==> src/rtl/uart_bus_master.sv <==
// UART-driven bus master: decodes 'W'/'R' command frames from the receive
// byte stream, runs one picorv32-native bus transaction per frame and
// returns 'K', the read word (LSB first) or 'E' on the transmit side.
module uart_bus_master #(
   parameter int BUS_TIMEOUT   = 1024,
   parameter int FRAME_TIMEOUT = 100000
) (
   input  logic        clk,
   input  logic        reset_n,
   input  logic [7:0]  rx_data,
   input  logic        rx_valid,
   output logic        rx_drop,
   output logic [7:0]  tx_data,
   output logic        tx_valid,
   input  logic        tx_ready,
   output logic        mem_valid,
   output logic        mem_instr,
   input  logic        mem_ready,
   output logic [31:0] mem_addr,
   output logic [31:0] mem_wdata,
   output logic [3:0]  mem_wstrb,
   input  logic [31:0] mem_rdata,
   output logic        busy
);

   // +2 keeps the width at least 1 bit even when the timeout is disabled
   localparam int BTW = $clog2(BUS_TIMEOUT + 2);
   localparam int FTW = $clog2(FRAME_TIMEOUT + 2);

   typedef enum logic [2:0] {IDLE, ADDR, DATA, BUS, RESP} state_t;

   state_t          state_q;
   logic            is_wr_q;
   logic [1:0]      byte_cnt_q;
   logic [31:0]     addr_q;
   logic [31:0]     wdata_q;
   logic [31:0]     resp_q;      // remaining response bytes, next one in [7:0]
   logic [2:0]      resp_n_q;    // bytes still to be accepted, including tx_data_q
   logic [BTW-1:0]  bus_cnt_q;
   logic [FTW-1:0]  idle_cnt_q;
   logic            mem_valid_q;
   logic [3:0]      mem_wstrb_q;
   logic            tx_valid_q;
   logic [7:0]      tx_data_q;
   logic            rx_drop_q;

   logic bus_to;
   logic frame_to;

   // Expiry fires on the last allowed cycle so the phase lasts exactly TIMEOUT cycles
   assign bus_to   = (BUS_TIMEOUT != 0)   && (bus_cnt_q  == BTW'(BUS_TIMEOUT - 1));
   assign frame_to = (FRAME_TIMEOUT != 0) && (idle_cnt_q == FTW'(FRAME_TIMEOUT - 1));

   assign mem_valid = mem_valid_q;
   assign mem_instr = 1'b0;
   assign mem_addr  = {addr_q[31:2], 2'b00};
   assign mem_wdata = wdata_q;
   assign mem_wstrb = mem_wstrb_q;
   assign tx_valid  = tx_valid_q;
   assign tx_data   = tx_data_q;
   assign rx_drop   = rx_drop_q;
   assign busy      = (state_q != IDLE);

   // Command decode, bus phase and response sequencing
   always_ff @(posedge clk) begin
      if (!reset_n) begin
         state_q     <= IDLE;
         is_wr_q     <= 1'b0;
         byte_cnt_q  <= '0;
         addr_q      <= '0;
         wdata_q     <= '0;
         resp_q      <= '0;
         resp_n_q    <= '0;
         bus_cnt_q   <= '0;
         idle_cnt_q  <= '0;
         mem_valid_q <= 1'b0;
         mem_wstrb_q <= 4'h0;
         tx_valid_q  <= 1'b0;
         tx_data_q   <= 8'h00;
         rx_drop_q   <= 1'b0;
      end else begin
         rx_drop_q <= 1'b0;
         case (state_q)
            IDLE: begin
               if (rx_valid && (rx_data == 8'h57 || rx_data == 8'h52)) begin
                  state_q    <= ADDR;
                  is_wr_q    <= (rx_data == 8'h57);
                  byte_cnt_q <= '0;
                  idle_cnt_q <= '0;
               end
            end
            ADDR, DATA: begin
               if (rx_valid) begin
                  idle_cnt_q <= '0;
                  byte_cnt_q <= byte_cnt_q + 2'd1;
                  if (state_q == ADDR) addr_q[{byte_cnt_q, 3'b000} +: 8]  <= rx_data;
                  else                 wdata_q[{byte_cnt_q, 3'b000} +: 8] <= rx_data;
                  if (byte_cnt_q == 2'd3) begin
                     if (state_q == ADDR && is_wr_q) begin
                        state_q <= DATA;
                     end else begin
                        state_q     <= BUS;
                        mem_valid_q <= 1'b1;
                        mem_wstrb_q <= is_wr_q ? 4'hF : 4'h0;
                        bus_cnt_q   <= '0;
                     end
                  end
               end else if (frame_to) begin
                  state_q <= IDLE;
               end else if (idle_cnt_q != '1) begin
                  idle_cnt_q <= idle_cnt_q + 1'b1;
               end
            end
            BUS: begin
               rx_drop_q <= rx_valid;
               if (mem_ready) begin
                  mem_valid_q <= 1'b0;
                  mem_wstrb_q <= 4'h0;
                  tx_valid_q  <= 1'b1;
                  state_q     <= RESP;
                  if (is_wr_q) begin
                     tx_data_q <= 8'h4B;
                     resp_n_q  <= 3'd1;
                  end else begin
                     tx_data_q <= mem_rdata[7:0];
                     resp_q    <= {8'h00, mem_rdata[31:8]};
                     resp_n_q  <= 3'd4;
                  end
               end else if (bus_to) begin
                  mem_valid_q <= 1'b0;
                  mem_wstrb_q <= 4'h0;
                  tx_valid_q  <= 1'b1;
                  tx_data_q   <= 8'h45;
                  resp_n_q    <= 3'd1;
                  state_q     <= RESP;
               end else if (bus_cnt_q != '1) begin
                  bus_cnt_q <= bus_cnt_q + 1'b1;
               end
            end
            RESP: begin
               rx_drop_q <= rx_valid;
               if (tx_valid_q && tx_ready) begin
                  if (resp_n_q == 3'd1) begin
                     tx_valid_q <= 1'b0;
                     state_q    <= IDLE;
                  end else begin
                     tx_data_q <= resp_q[7:0];
                     resp_q    <= {8'h00, resp_q[31:8]};
                     resp_n_q  <= resp_n_q - 3'd1;
                  end
               end
            end
            default: state_q <= IDLE;
         endcase
      end
   end

endmodule

==> config.mk <==
export PLATFORM = sky130hd
export DESIGN_NAME = uart_bus_master
export DESIGN_NICKNAME = d
export VERILOG_FILES = /design/src/rtl/uart_bus_master.sv
export SDC_FILE = /design/constraint.sdc
export NUM_CORES = 1
export LEC_CHECK = 0
export CORE_MARGIN = 1.5
export CORE_UTILIZATION = 45
export DETAILED_ROUTE_END_ITERATION = 6
export HOLD_SLACK_MARGIN = 0.05
export PLACE_DENSITY = 0.71
export SLEW_MARGIN = 0
export SYNTH_ARGS = -nofsm -noshare
export SYNTH_HDL_FRONTEND = slang
export SYNTH_SLANG_ARGS = --single-unit
==> constraint.sdc <==
create_clock -name clk -period 5.55 [get_ports clk]
set_input_delay 0.555 -clock clk [delete_from_list [all_inputs] [get_ports clk]]
set_output_delay 0.555 -clock clk [all_outputs]
set_load 0.01 [all_outputs]
==> results of run 1 <==
==> power by group <==
group / switching (mW) / internal [mW]
Combinational: 0.0649 / 0.0581
Sequential: 0.00592 / 0.972
Clock: 0.461 / 0.671
==> worst min path at each step <==
stage / startpoint / endpoint / slack (ns) / cells after the start
2_1_floorplan: resp_n_q[1]$_SDFFE_PN0P_ / resp_n_q[1]$_SDFFE_PN0P_ / 0.43 / 2
3_3_place_gp: resp_q[18]$_SDFFE_PN0P_ / resp_q[18]$_SDFFE_PN0P_ / 0.44 / 2
4_1_cts: reset_n / idle_cnt_q[10]$_SDFFE_PN0P_ / 0.44 / 3
3_5_place_dp: resp_q[17]$_SDFFE_PN0P_ / resp_q[17]$_SDFFE_PN0P_ / 0.45 / 2
6_report: reset_n / idle_cnt_q[10]$_SDFFE_PN0P_ / 0.46 / 3
5_1_grt: reset_n / idle_cnt_q[10]$_SDFFE_PN0P_ / 0.45 / 3
==> flip-flops by register name (all words and copies together) (netlist names), 2 cells and up <==
name,count
idle_cnt_q,17
resp_n_q,3
bus_cnt_q,11
addr_q,30
mem_wdata,32
state_q,3
tx_data,8
byte_cnt_q,2
resp_q,24
==> tightest hold or removal path, stage by stage <==
cell,delay [ns]
sky130_fd_sc_hd__buf_4,0.15
sky130_fd_sc_hd__o21ai_1,0.08
sky130_fd_sc_hd__nor2_1,0.05
==> final cells by class <==
cell class,instances,area share
inverters,15,0.006890
clock buffers,17,0.05206
well taps,180,0.02756
repair buffers,128,0.1546
multi-input cells,547,0.4073
flip-flops and latches,135,0.3307
clock inverters,15,0.02082
==> metrics by stage <==
stage	instance area [um^2]	hold WS, ns	util	instances	power (mW)
after floorplan	6399	0.4307	-	763	1.069
after global placement	7576	0.4386	0.5458	1005	1.117
after detailed placement	7576	0.4520	0.5458	1005	1.120
after CTS	8172	0.4368	0.5887	1037	2.245
after global routing	8172	0.4542	0.5887	1037	2.296
final	8172	0.4554	0.5887	1037	2.233
==> routing by layer <==
metal  global-route usage  up-vias
met4              0.07776        0
met5                    0        -
li1                     -     2875
met1               0.3053     2851
met2               0.3869      169
met3              0.04775       24
==> logic make-up after synthesis <==
family,after synthesis,synth area share
AND/OR/NAND/NOR,337,0.2657
other,1,0.0005868
flip-flops,135,0.4229
adder cells (fa/ha/maj),9,0.01762
buffers and inverters,81,0.05814
AO/OA/AOI/OAI,193,0.2281
XOR/XNOR,4,0.005483
multiplexers,1,0.001566
==> cell usage in the layout, fill, tap and decap left out, types with 8 or more instances in the layout <==
cell type                         Yosys  final
sky130_fd_sc_hd__a21oi_1              8      8
sky130_fd_sc_hd__nor2_1              18     18
sky130_fd_sc_hd__nor2b_1             17     17
sky130_fd_sc_hd__a21boi_0            63     63
sky130_fd_sc_hd__and2_1               9      9
sky130_fd_sc_hd__o211a_1             23     23
sky130_fd_sc_hd__inv_1               15     15
sky130_fd_sc_hd__nand2_1            129    129
sky130_fd_sc_hd__nand4_1             13     13
sky130_fd_sc_hd__a31oi_1             10     10
sky130_fd_sc_hd__a22oi_1             12     12
sky130_fd_sc_hd__dfxtp_1            135    135
sky130_fd_sc_hd__clkdlybuf4s50_1      0    121
sky130_fd_sc_hd__ha_1                 9      9
sky130_fd_sc_hd__and3_1              12     12
sky130_fd_sc_hd__a21boi_1            10     10
sky130_fd_sc_hd__clkbuf_16            0     17
sky130_fd_sc_hd__o211ai_1             8      8
sky130_fd_sc_hd__nand3_1             95     95
sky130_fd_sc_hd__o21ai_0             26     26
==> impl.org, run 1 <==
** Place
- Once detailed placement completed, the half-perimeter wirelength came to 11770 um.
- Buffers placed on the I/O ports in this run total 122.
- Placer's final routability congestion estimate :: 0.8431
- Before CTS, the worst setup slack after placement is around 2.5 ns.

** CTS
- Number of hold buffers added after CTS :: 0
- Clock tree sinks :: 135
- TritonCTS clock tree :: built
- For the worst-skew pair, the clock arrives at the later sink with an insertion delay of 0.43 ns.
- Root buffer selected by CTS :: sky130_fd_sc_hd__clkbuf_16
- H-tree levels :: 4
- Clock tree synthesis inserted a total of 17 buffers.
- Clock-pin slew reported for the worst setup and hold paths after clock tree synthesis :: 0.06 ns
- In this run the post-CTS setup repair buffer count came out at 0.
- Maximum clock path buffer count :: 2
- Gates resized during post-CTS repair numbered 0.

** Critical path
- Worst path arrival time :: 3.40 ns
- Endpoint kind of the worst setup timing path :: flop
- STA puts the critical path data required time at 5.86 ns.
- Counting both buffers and inverters, the worst setup path holds a total of 0.
- The worst register-to-register path begins at state_q[2]$_SDFFE_PN0P_.
- Master of the slowest instance on the critical path :: sky130_fd_sc_hd__nor3b_4
- On the critical path the largest part of the delay comes from simple AND/OR/NAND/NOR gates.
- Critical path depth in cells :: 5
- The worst setup path is launched from a flop.
- Measured in cells, the most critical reg-to-reg path has a length of 5.
- Following the worst setup path forward leads to its endpoint at resp_n_q[2]$_SDFFE_PN0P_.
- Max FO, Critical Path :: 27
- In this run the critical register-to-register path is captured at resp_n_q[2]$_SDFFE_PN0P_.
- Critical Setup Path Class :: flop to flop
- Setup slack on the worst reg-to-reg path comes out at 2.46 ns.
- The largest single stage delay on the critical path is 0.93 ns.
- The most critical setup path has its startpoint at state_q[2]$_SDFFE_PN0P_.
- The critical path goes through nor3b_4 > nand4_1 > a2bb2oi_2 > o21ai_0 > a32o_1.

** STA
- Minimum setup slack in the final design :: 2.459 ns
- Final count of negative-setup-slack endpoints :: 0
- Final critical-path share of the clock period :: 0.5570
- Max-slew violation count :: 0
- Maximum operating frequency :: 323.5 MHz
- Worst rel slew slack :: 0.1795
- For the final database, setup skew stands at roughly 0.007 ns.
- Worst Tran Pin Value :: 1.228 ns
- Setup repair after global routing left no endpoint under its margin.
- Setup total negative slack on the finished layout was measured at 0 ns.
- Final Hold Violating Endpoints :: 0
- For the finished layout, the period the worst path requires is 3.091 ns.

** Route
- After detailed routing, the met3 layer carries 824 um of wire.
- Detailed router's first-iteration violation count :: between 300 and 400
- Dividing the detail-routed wire length by the instance count gives 16.67 um.
- After detailed routing, the number of vias per cell comes to 5.708.
- Topmost layer with routed signal wires :: met4
- Wire segments on met2 add up to 8158 um in the final route.
- Detailed routing inserted a total of 5919 vias.
- Initial DRT Pass Iterations :: 5
- Remaining antenna violation count :: 0
- For this block, the routed nets add up to 17290 um of wire.
- Post-route DRC violation count :: 0
- Metal-1 WL :: roughly 8000 um

** Logic synthesis
- In this run, synthesis produced a sequential element count of 135.
- Library cell with the highest instance count after synthesis :: sky130_fd_sc_hd__dfxtp_1
- The share of the Yosys chip area taken by registers is 0.4229.
- For this run, asynchronously set or reset flops after synthesis account for 0.
- Top area cells in the synthesized netlist :: sky130_fd_sc_hd__dfxtp_1 42%, sky130_fd_sc_hd__nand2_1 7.6%, sky130_fd_sc_hd__nand3_1 7.4%, sky130_fd_sc_hd__a21boi_0 7.4%, sky130_fd_sc_hd__o211a_1 3.6%
- Synth Cell Area :: about 0.0064 mm^2
- Yosys synthesis warning count :: 0
- Number of enable flip-flop cells after synthesis :: 0
- Of the post-synthesis cell area, the dominant cell type holds 0.4229.
- Most frequent cells after synthesis :: 135 x sky130_fd_sc_hd__dfxtp_1, 129 x sky130_fd_sc_hd__nand2_1, 95 x sky130_fd_sc_hd__nand3_1, 63 x sky130_fd_sc_hd__a21boi_0, 46 x sky130_fd_sc_hd__clkbuf_1
- Average cell area after synthesis :: ~8.4 um^2
- Synthesis produced 761 cells.
- The most used flip-flop cell after synthesis is sky130_fd_sc_hd__dfxtp_1.
- The netlist uses 72 different library cells.
- The biggest area contributor in the post-synthesis netlist is sky130_fd_sc_hd__dfxtp_1.

** Global route
- Wire length of the first global-routing pass :: 27500 um
- For this run, the total global-route usage over all layers was measured as 0.2340.
- The via count of the first global-routing pass came to 5551.
- Entering global routing, the biggest net connects 130 pins.
- Initial antenna violation count :: 0
- Total overflow reported by the global router :: 0

** Layout
- Summing all flip-flop and latch instances after layout gives 0.002703 mm^2.
- Area added between synthesis and finish :: 27.86%
- 0 antenna diodes ended up in the layout.
- Summing all multi-input logic gate instances after layout gives 0.003328 mm^2.
- The layout has 1186 filler cells.
- Count of nets after finishing :: 898
- Layout cells sized above 1 :: 0.06651

** Power and ir drop
- Total power per unit cell area :: 273.2 mW/mm^2
- Worst ir drop on vdd :: approximately 230 uV
- In this run the static leakage power is 2.982 nW.

** Floorplanning
- The floorplan has 43 rows.
- Area of the core region :: 0.01388 mm^2
- The die covers 0.01493 mm^2.
- Width of the chip :: about 120 um
- For this configuration, the core starts out at a cell density of 0.4604.
- Die extent in y :: 122.2 um
- I/O pin count :: about 130

** Hold path
- Hold WC Path Type :: primary input to flop

** Run status
- Outcome :: completed

** Flow run
- Across the run, the number of max-cap violations was 0.
Power figures use the tool's default switching activity.
==> run 2: changes to the inputs <==
==> constraint.sdc (replaced) <==
create_clock -name clk -period 3.1 [get_ports clk]
set_input_delay 0.31 -clock clk [delete_from_list [all_inputs] [get_ports clk]]
set_output_delay 0.31 -clock clk [all_outputs]
set_load 0.01 [all_outputs]
==> run 2 against run 1 <==
Net effect:
- non-clock buffer count rose by 13
- clock power grew 81%
- clock skew grew 0.00077 ns
- utilization is 0.69 points higher
- largest cell class unchanged
==> impl.org, run 2 (synthesized netlist as in run 1, its figures left out) <==
** Power and ir drop
- The combinational fraction of design power came to 0.057 (was 0.055).
- Internal power consumption :: 3.162 mW (was 1.701 mW)
- Worst ir drop on vdd :: 411.0 uV (was 231.6 uV)
- Sequential group share of total power :: 0.435 (was 0.438)
- Part of the power in the clock network :: 0.507 (about the same)
- The power per cell area was 486.8 mW/mm^2 (was 273.2 mW/mm^2).
- Power Total :: 4.024 mW (was 2.233 mW)
- Switching power as a share of total power :: 0.2142 (was 0.2382)
- Leakage power total :: 3.064 nW (was 2.982 nW)
- Switch Pwr :: 862.0 uW (was 531.8 uW)

** Critical path
- The end of the worst register-to-register path is idle_cnt_q[12]$_SDFFE_PN0P_ (was resp_n_q[2]$_SDFFE_PN0P_).
- Max FO, Critical Path :: 10 (was 27)
- The required time of the critical path is 3.43 ns (was 5.86 ns).
- Endpoint kind of the worst setup timing path :: flop (unchanged)
- Worst path arrival time :: 3.12 ns (was 3.40 ns)
- Critical Setup Path Class :: flop to flop (unchanged)
- The path depth of the worst reg2reg path came to 10 (was 5).
- The launch point of the worst reg-to-reg path was idle_cnt_q[0]$_SDFFE_PN0P_ (was state_q[2]$_SDFFE_PN0P_).
- Kind of launch point of the worst setup path :: flop (unchanged)
- Flop-to-flop setup slack :: 0.32 ns (was 2.46 ns)
- The critical path launch point is idle_cnt_q[0]$_SDFFE_PN0P_ (was state_q[2]$_SDFFE_PN0P_).
- Critical path endpoint :: idle_cnt_q[12]$_SDFFE_PN0P_ (was resp_n_q[2]$_SDFFE_PN0P_)

** STA
- Max-slew violation count :: 0 (unchanged)
- The final period demand of the worst path is 2.781 ns (was 3.091 ns).
- The worst clock skew came to 0.007768 ns (was 0.007000 ns).
- Final count of negative-setup-slack endpoints :: 0 (unchanged)
- RSZ-0062 raised after global routing: false (unchanged).
- The total count of hold-check failures in the final report came to 0 (unchanged).
- The slew at the pin closest to its max-slew limit came to 0.7809 ns (was 1.228 ns).
- The top achievable clock speed came to 359.5 MHz (was 323.5 MHz).
- Final critical-path share of the clock period :: 0.8973 (was 0.5570)
- Worst rel slew slack :: 0.4794 (was 0.1795)
- Post-Route Setup TNS :: 0 ns (unchanged)

** Hold path
- The number of stages on the worst hold path came to 2 (was 3).
- The path category of the worst min-delay check is flop to flop (was primary input to flop).

** Route
- The number of design rule violations left after detail routing was 0 (unchanged).
- The routed wire length was 17100 um (was 17290 um).
- The post-detailed-route count of antenna-violating nets was 0 (unchanged).
- The violation count after the first detailed-routing iteration was 431 (was 373).
- The detailed-route via count is 5923 (was 5919).
- The post-detailed-route via-to-cell ratio is 5.657 (was 5.708).
- The average wire per standard cell came to 16.33 um (was 16.67 um).
- The number of optimization iterations in the first detailed-route pass came to 5 (unchanged).

** Layout
- # diodes :: 0 (unchanged)
- The number of flip-flops in the largest register is 32 (unchanged).
- Count of nets after finishing :: 911 (was 898)
- Area added between synthesis and finish :: 29.35% (was 27.86%)
- Commonest non-fill, non-tap cell in the layout :: sky130_fd_sc_hd__dfxtp_1 (unchanged)
- Commonest non-fill, non-tap cells in the layout: 135 x sky130_fd_sc_hd__dfxtp_1, 129 x sky130_fd_sc_hd__nand2_1, 121 x sky130_fd_sc_hd__clkdlybuf4s50_1 (unchanged).
- Layout cells sized above 1 :: 0.07728 (was 0.06651)

** CTS
- The post-cts sizing count is 0 (unchanged).
- Number of hold buffers added after CTS :: 0 (unchanged)
- Number of buffers created by CTS :: 17 (unchanged)
- Clock latency reported for the late side of the worst-skew pair :: 0.42 ns (was 0.43 ns)
- The maximum level of the CTS H-tree was 4 (unchanged).
- Root buffer selected by CTS :: sky130_fd_sc_hd__clkbuf_16 (unchanged)
- The count of clock tree sinks is 135 (unchanged).
- TritonCTS clock tree :: built (unchanged)
- The maximum buffer depth of the clock tree was 2 (unchanged).
- Number of buffers inserted to repair setup after CTS :: 0 (unchanged)
- The clock transition time at the flip-flop clock pins of the worst setup and hold paths came to 0.05 ns (was 0.06 ns).

** Place
- The placed wire-length estimate came to 11540 um (was 11770 um).
- The routability congestion estimate from global placement came to 0.8985 (was 0.8431).
- The number of port buffers is 122 (unchanged).

** Global route
- The number of antenna violations at the first check in global routing came to 0 (unchanged).
- The remaining global-route overflow came to 0 (unchanged).
- The global-route wire length before repair is 27470 um (was 27500 um).
- The overall track demand over capacity in global routing is 0.2342 (was 0.2340).
- Vias in the first global route :: 5415 (was 5551)
- Maximum number of pins on one net before global-route repair :: 89 (was 130)

** Floorplanning
- The starting density of the core is 0.4604 (unchanged).
- The number of placement rows came to 43 (unchanged).
- Area of the core region :: 0.01388 mm^2 (unchanged)
- The count of boundary I/O pins is 126 (unchanged).
- Die extent in y :: 122.2 um (unchanged)
- The area enclosed by the die boundary was 0.01493 mm^2 (unchanged).
- The chip width is 122.2 um (unchanged).

** Flow run
- Max-capacitance violation count :: 0 (unchanged)

** Run status
- Outcome: completed (unchanged).
-- run 2: power groups by stage --
| stage | registers (mW) | logic [mW] | clock network [mW] |
|---|---|---|---|
| final | 1.75 | 0.231 | 2.04 |
| after global routing | 1.75 | 0.250 | 2.16 |
| after CTS | 1.75 | 0.230 | 2.07 |
| after detailed placement | 1.79 | 0.228 | 0 |
| after global placement | 1.79 | 0.225 | 0 |
| after floorplan | 1.78 | 0.130 | 0 |
-- run 2: worst max-delay path, cell delays in order (launching register included) --
cell	delay, ns
sky130_fd_sc_hd__dfxtp_1	0.38
sky130_fd_sc_hd__ha_1	0.23
sky130_fd_sc_hd__nand4_1	0.29
sky130_fd_sc_hd__nor4_1	0.48
sky130_fd_sc_hd__and3_1	0.24
sky130_fd_sc_hd__ha_1	0.15
sky130_fd_sc_hd__inv_1	0.10
sky130_fd_sc_hd__o41a_1	0.24
sky130_fd_sc_hd__and2_1	0.23
sky130_fd_sc_hd__nand2b_1	0.16
sky130_fd_sc_hd__a31oi_1	0.21
-- run 2: worst min path at each step --
stage	start	to	slack [ns]
2_1_floorplan	resp_n_q[1]$_SDFFE_PN0P_	resp_n_q[1]$_SDFFE_PN0P_	0.43
3_3_place_gp	resp_q[16]$_SDFFE_PN0P_	resp_q[16]$_SDFFE_PN0P_	0.44
3_5_place_dp	resp_n_q[1]$_SDFFE_PN0P_	resp_n_q[1]$_SDFFE_PN0P_	0.44
4_1_cts	mem_rdata[31]	resp_q[23]$_SDFFE_PN0P_	0.44
5_1_grt	mem_rdata[31]	resp_q[23]$_SDFFE_PN0P_	0.45
6_report	resp_n_q[1]$_SDFFE_PN0P_	resp_n_q[1]$_SDFFE_PN0P_	0.45
-- run 2: area by class of cell --
type                       instances  area (um^2)
sequential                       135         2703
fill                            1196         5614
timing repair buffer             141         1361
clock inverter                     9        126.4
tap                              180        225.2
clock buffer                      20        466.7
multi-input combinational        547         3328
inverter                          15        56.30
-- run 2: metrics by stage --
step / setup WS [ns] / util / cell area, um^2 / instances / hold slack [ns]
6_report: 0.3185 / 0.5955 / 8267 / 1047 / 0.4496
5_1_grt: 0.1680 / 0.5955 / 8267 / 1047 / 0.4508
4_1_cts: 0.3201 / 0.5955 / 8267 / 1047 / 0.4396
3_5_place_dp: 0.3727 / 0.5528 / 7674 / 1018 / 0.4434
3_3_place_gp: 0.5036 / 0.5528 / 7674 / 1018 / 0.4367
2_1_floorplan: 0.7762 / - / 6399 / 763 / 0.4307
-- run 2: layer usage --
layer	wire length, um	GRT usage	vias to the layer above
met3	915	0.06086	15
met1	7753	0.3057	2837
met2	8209	0.3813	173
met4	218	0.06904	0
met5	0	0	-
li1	-	-	2898
==> run 3: changes to the inputs <==
--- a/config.mk
+++ b/config.mk
@@ -8,8 +8,9 @@
 export CORE_MARGIN = 1.5
 export CORE_UTILIZATION = 45
 export DETAILED_ROUTE_END_ITERATION = 6
+export DONT_BUFFER_PORTS = 1
 export HOLD_SLACK_MARGIN = 0.05
-export PLACE_DENSITY = 0.71
+export SKIP_LAST_GASP = 1
 export SLEW_MARGIN = 0
 export SYNTH_ARGS = -nofsm -noshare
 export SYNTH_HDL_FRONTEND = slang
==> run 3 against run 2 <==
Net effect:
- combinational power down 24%
- die area unchanged
- maximum frequency up 0.84%
- register-to-register slack better by 0.02 ns
- power down 1.0%
- global-route usage up 0.23 points
- via count down 6.1%
- sequential share of layout area up 4.7 points
- final area down 13%
- critical path type unchanged
- critical endpoint is now idle_cnt_q[9]$_SDFFE_PN0P_
- largest power group unchanged
==> impl.org, run 3 (synthesized netlist as in run 1, its figures left out) <==
** Layout
- The area taken by flip-flops and latches was 0.002703 mm^2 (unchanged).
- The number of nets in the layout is 800 (was 911).
- Commonest non-fill, non-tap cell in the layout :: sky130_fd_sc_hd__dfxtp_1 (unchanged)
- Multi-input gate area :: 0.003328 mm^2 (unchanged)
- Commonest non-fill, non-tap cells in the layout: 135 x sky130_fd_sc_hd__dfxtp_1, 129 x sky130_fd_sc_hd__nand2_1, 95 x sky130_fd_sc_hd__nand3_1 (was 135 x sky130_fd_sc_hd__dfxtp_1, 129 x sky130_fd_sc_hd__nand2_1, 121 x sky130_fd_sc_hd__clkdlybuf4s50_1).
- Final-layout fill cell count :: 1261 (was 1196)
- Layout cells sized above 1 :: 0.08047 (was 0.07728)
- # diodes :: 0 (unchanged)
- The number of standard cells in the layout, taps in and fillers out was 938 (was 1047).
- The number of flip-flops in the largest register is 32 (unchanged).
- Area added between synthesis and finish :: 12.98% (was 29.35%)

** Power and ir drop
- Total power per unit cell area :: 551.6 mW/mm^2 (was 486.8 mW/mm^2)
- The worst supply voltage drop on vdd is 385.0 uV (was 411.0 uV).
- The static leakage power was 2.673 nW (was 3.064 nW).
- Power Total :: 3.983 mW (was 4.024 mW)

** Flow run
- The number of maximum-capacitance constraint violations came to 0 (unchanged).

** STA
- Worst hold slack :: 0.06196 ns (was 0.4496 ns)
- The share of the cycle needed by the critical path after routing came to 0.8898 (was 0.8973).
- Final Hold Violating Endpoints :: 0 (unchanged)
- Max-slew violation count :: 0 (unchanged)
- The slew at the pin closest to its max-slew limit was 0.8344 ns (was 0.7809 ns).
- Post-Route Setup TNS :: 0 ns (unchanged)
- The worst clock skew is 0.01132 ns (was 0.007768 ns).
- RSZ-0062 raised after global routing: false (unchanged).
- Worst rel slew slack :: 0.4424 (was 0.4794)
- Shortest clock period the worst path allows after layout :: 2.758 ns (was 2.781 ns)
- The top achievable clock speed was 362.5 MHz (was 359.5 MHz).
- The number of setup violations in the final report is 0 (unchanged).

** Route
- The number of design rule violations left after detail routing came to 0 (unchanged).
- Remaining antenna violation count :: 0 (unchanged)
- Detailed router's first-iteration violation count :: 393 (was 431)
- The routed wire length was 17430 um (was 17100 um).
- The average wire per standard cell was 18.58 um (was 16.33 um).
- Routed vias :: 5559 (was 5923)
- The post-detailed-route via-to-cell ratio was 5.926 (was 5.657).
- Initial DRT Pass Iterations :: 5 (unchanged)

** Critical path
- The required time of the critical path is 3.46 ns (was 3.43 ns).
- The launching element type of the critical path is a flop (unchanged).
- The nature of the critical path endpoint was a flop (unchanged).
- The internal reg-to-reg setup slack is 0.34 ns (was 0.32 ns).
- Critical Setup Path Class :: flop to flop (unchanged)
- The end of the critical path is idle_cnt_q[9]$_SDFFE_PN0P_ (was idle_cnt_q[12]$_SDFFE_PN0P_).
- The maximum fanout encountered on the critical timing path is 10 (unchanged).
- The critical path launch point is idle_cnt_q[0]$_SDFFE_PN0P_ (unchanged).
- Worst path arrival time :: 3.11 ns (was 3.12 ns)
- Startpoint of the worst-slack reg-to-reg timing path :: idle_cnt_q[0]$_SDFFE_PN0P_ (unchanged)
- The path depth of the worst reg2reg path is 10 (unchanged).
- The end of the worst register-to-register path was idle_cnt_q[9]$_SDFFE_PN0P_ (was idle_cnt_q[12]$_SDFFE_PN0P_).

** Global route
- The global-route wire length before repair came to 27210 um (was 27470 um).
- Layer carrying the most global-route usage :: met2 (unchanged)
- The remaining global-route overflow was 0 (unchanged).
- The global routing met2 resource utilization is 0.3592 (was 0.3813).
- The overall track demand over capacity in global routing was 0.2365 (was 0.2342).
- Met3 Use GR :: 0.06320 (was 0.06086)
- Vias in the first global route :: 5102 (was 5415)
- The maximum number of pins on one net before global-route repair came to 89 (unchanged).
- Initial antenna violation count :: 0 (unchanged)
- The global-route track usage on met1 is 0.3171 (was 0.3057).

** Place
- The number of port buffers was 0 (was 122).
- Placer's final routability congestion estimate :: 0.8623 (was 0.8985)
- The cell count after placement is 887 (was 1018).
- DPL Wire Length :: 10800 um (was 11540 um)

** CTS
- Number of hold buffers added after CTS :: 20 (was 0)
- Number of buffers created by CTS :: 17 (unchanged)
- The clock transition time at the flip-flop clock pins of the worst setup and hold paths came to 0.06 ns (was 0.05 ns).
- The clock tree from TritonCTS was built (unchanged).
- Number of buffers inserted to repair setup after CTS :: 0 (unchanged)
- Clock latency reported for the late side of the worst-skew pair :: 0.42 ns (about the same)
- Number of gates resized after cts :: 0 (unchanged)
- The maximum buffer depth of the clock tree is 2 (unchanged).
- Clock tree sinks :: 135 (unchanged)
- H-tree levels :: 4 (unchanged)
- The clock root buffer master is sky130_fd_sc_hd__clkbuf_16 (unchanged).

** Floorplanning
- The standard cell core area is 0.01388 mm^2 (unchanged).
- The area enclosed by the die boundary was 0.01493 mm^2 (unchanged).
- Site row count :: 43 (unchanged)
- The count of boundary I/O pins was 126 (unchanged).
- The starting density of the core was 0.4604 (unchanged).
- The chip width came to 122.2 um (unchanged).
- The vertical die dimension was 122.2 um (unchanged).

** Hold path
- The path category of the worst min-delay check was primary input to flop (was flop to flop).

** Run status
- Outcome: completed (unchanged).
-- run 3: worst min path at each step --
stage | depth (start not counted) | end | slack, ns | start
after floorplan | 2 | resp_n_q[1]$_SDFFE_PN0P_ | 0.43 | resp_n_q[1]$_SDFFE_PN0P_
after global placement | 2 | resp_q[16]$_SDFFE_PN0P_ | 0.44 | resp_q[16]$_SDFFE_PN0P_
after detailed placement | 2 | resp_q[17]$_SDFFE_PN0P_ | 0.45 | resp_q[17]$_SDFFE_PN0P_
after CTS | 1 | resp_n_q[2]$_SDFFE_PN0P_ | 0.05 | reset_n
after global routing | 2 | resp_q[20]$_SDFFE_PN0P_ | 0.05 | mem_rdata[28]
final | 2 | resp_q[20]$_SDFFE_PN0P_ | 0.06 | mem_rdata[28]
-- run 3: stage by stage --
stage / utilization / setup WS, ns / instance area [um^2]
floorplan: - / 0.7762 / 6399
global placement: 0.4602 / 0.4887 / 6387
detailed placement: 0.4602 / 0.3927 / 6387
CTS: 0.5202 / 0.3800 / 7221
global route: 0.5202 / 0.09294 / 7221
finish: 0.5202 / 0.3416 / 7221
-- run 3: layer usage --
layer	share of wire	up-vias
li1	-	2677
met1	0.46	2667
met2	0.45	186
met3	0.071	29
met4	0.021	0
met5	0	-
-- run 3: power by group --
part	switching (mW)	internal (mW)
registers	0.0120	1.74
logic	0.104	0.0712
clock network	0.756	1.30
-- run 3: worst max-delay path, stage by stage, from the launching register on --
cell and delay, ns:
sky130_fd_sc_hd__dfxtp_1 0.34, sky130_fd_sc_hd__ha_1 0.25, sky130_fd_sc_hd__nand4_1 0.26, sky130_fd_sc_hd__nor4_1 0.13, sky130_fd_sc_hd__and3_1 0.19, sky130_fd_sc_hd__ha_1 0.17
sky130_fd_sc_hd__inv_1 0.14, sky130_fd_sc_hd__o41a_1 0.44, sky130_fd_sc_hd__nand2_1 0.19, sky130_fd_sc_hd__or4_1 0.49, sky130_fd_sc_hd__nand3_1 0.09
-- run 3: area by class of cell --
class	instances	share of cell area
Timing Repair Buffer	30	0.04193
Inverter	15	0.007798
Clock buffer	19	0.06273
Clock inverter	12	0.02114
Tap cell	180	0.03119
Sequential cell	135	0.3743
Multi-Input combinational cell	547	0.4609
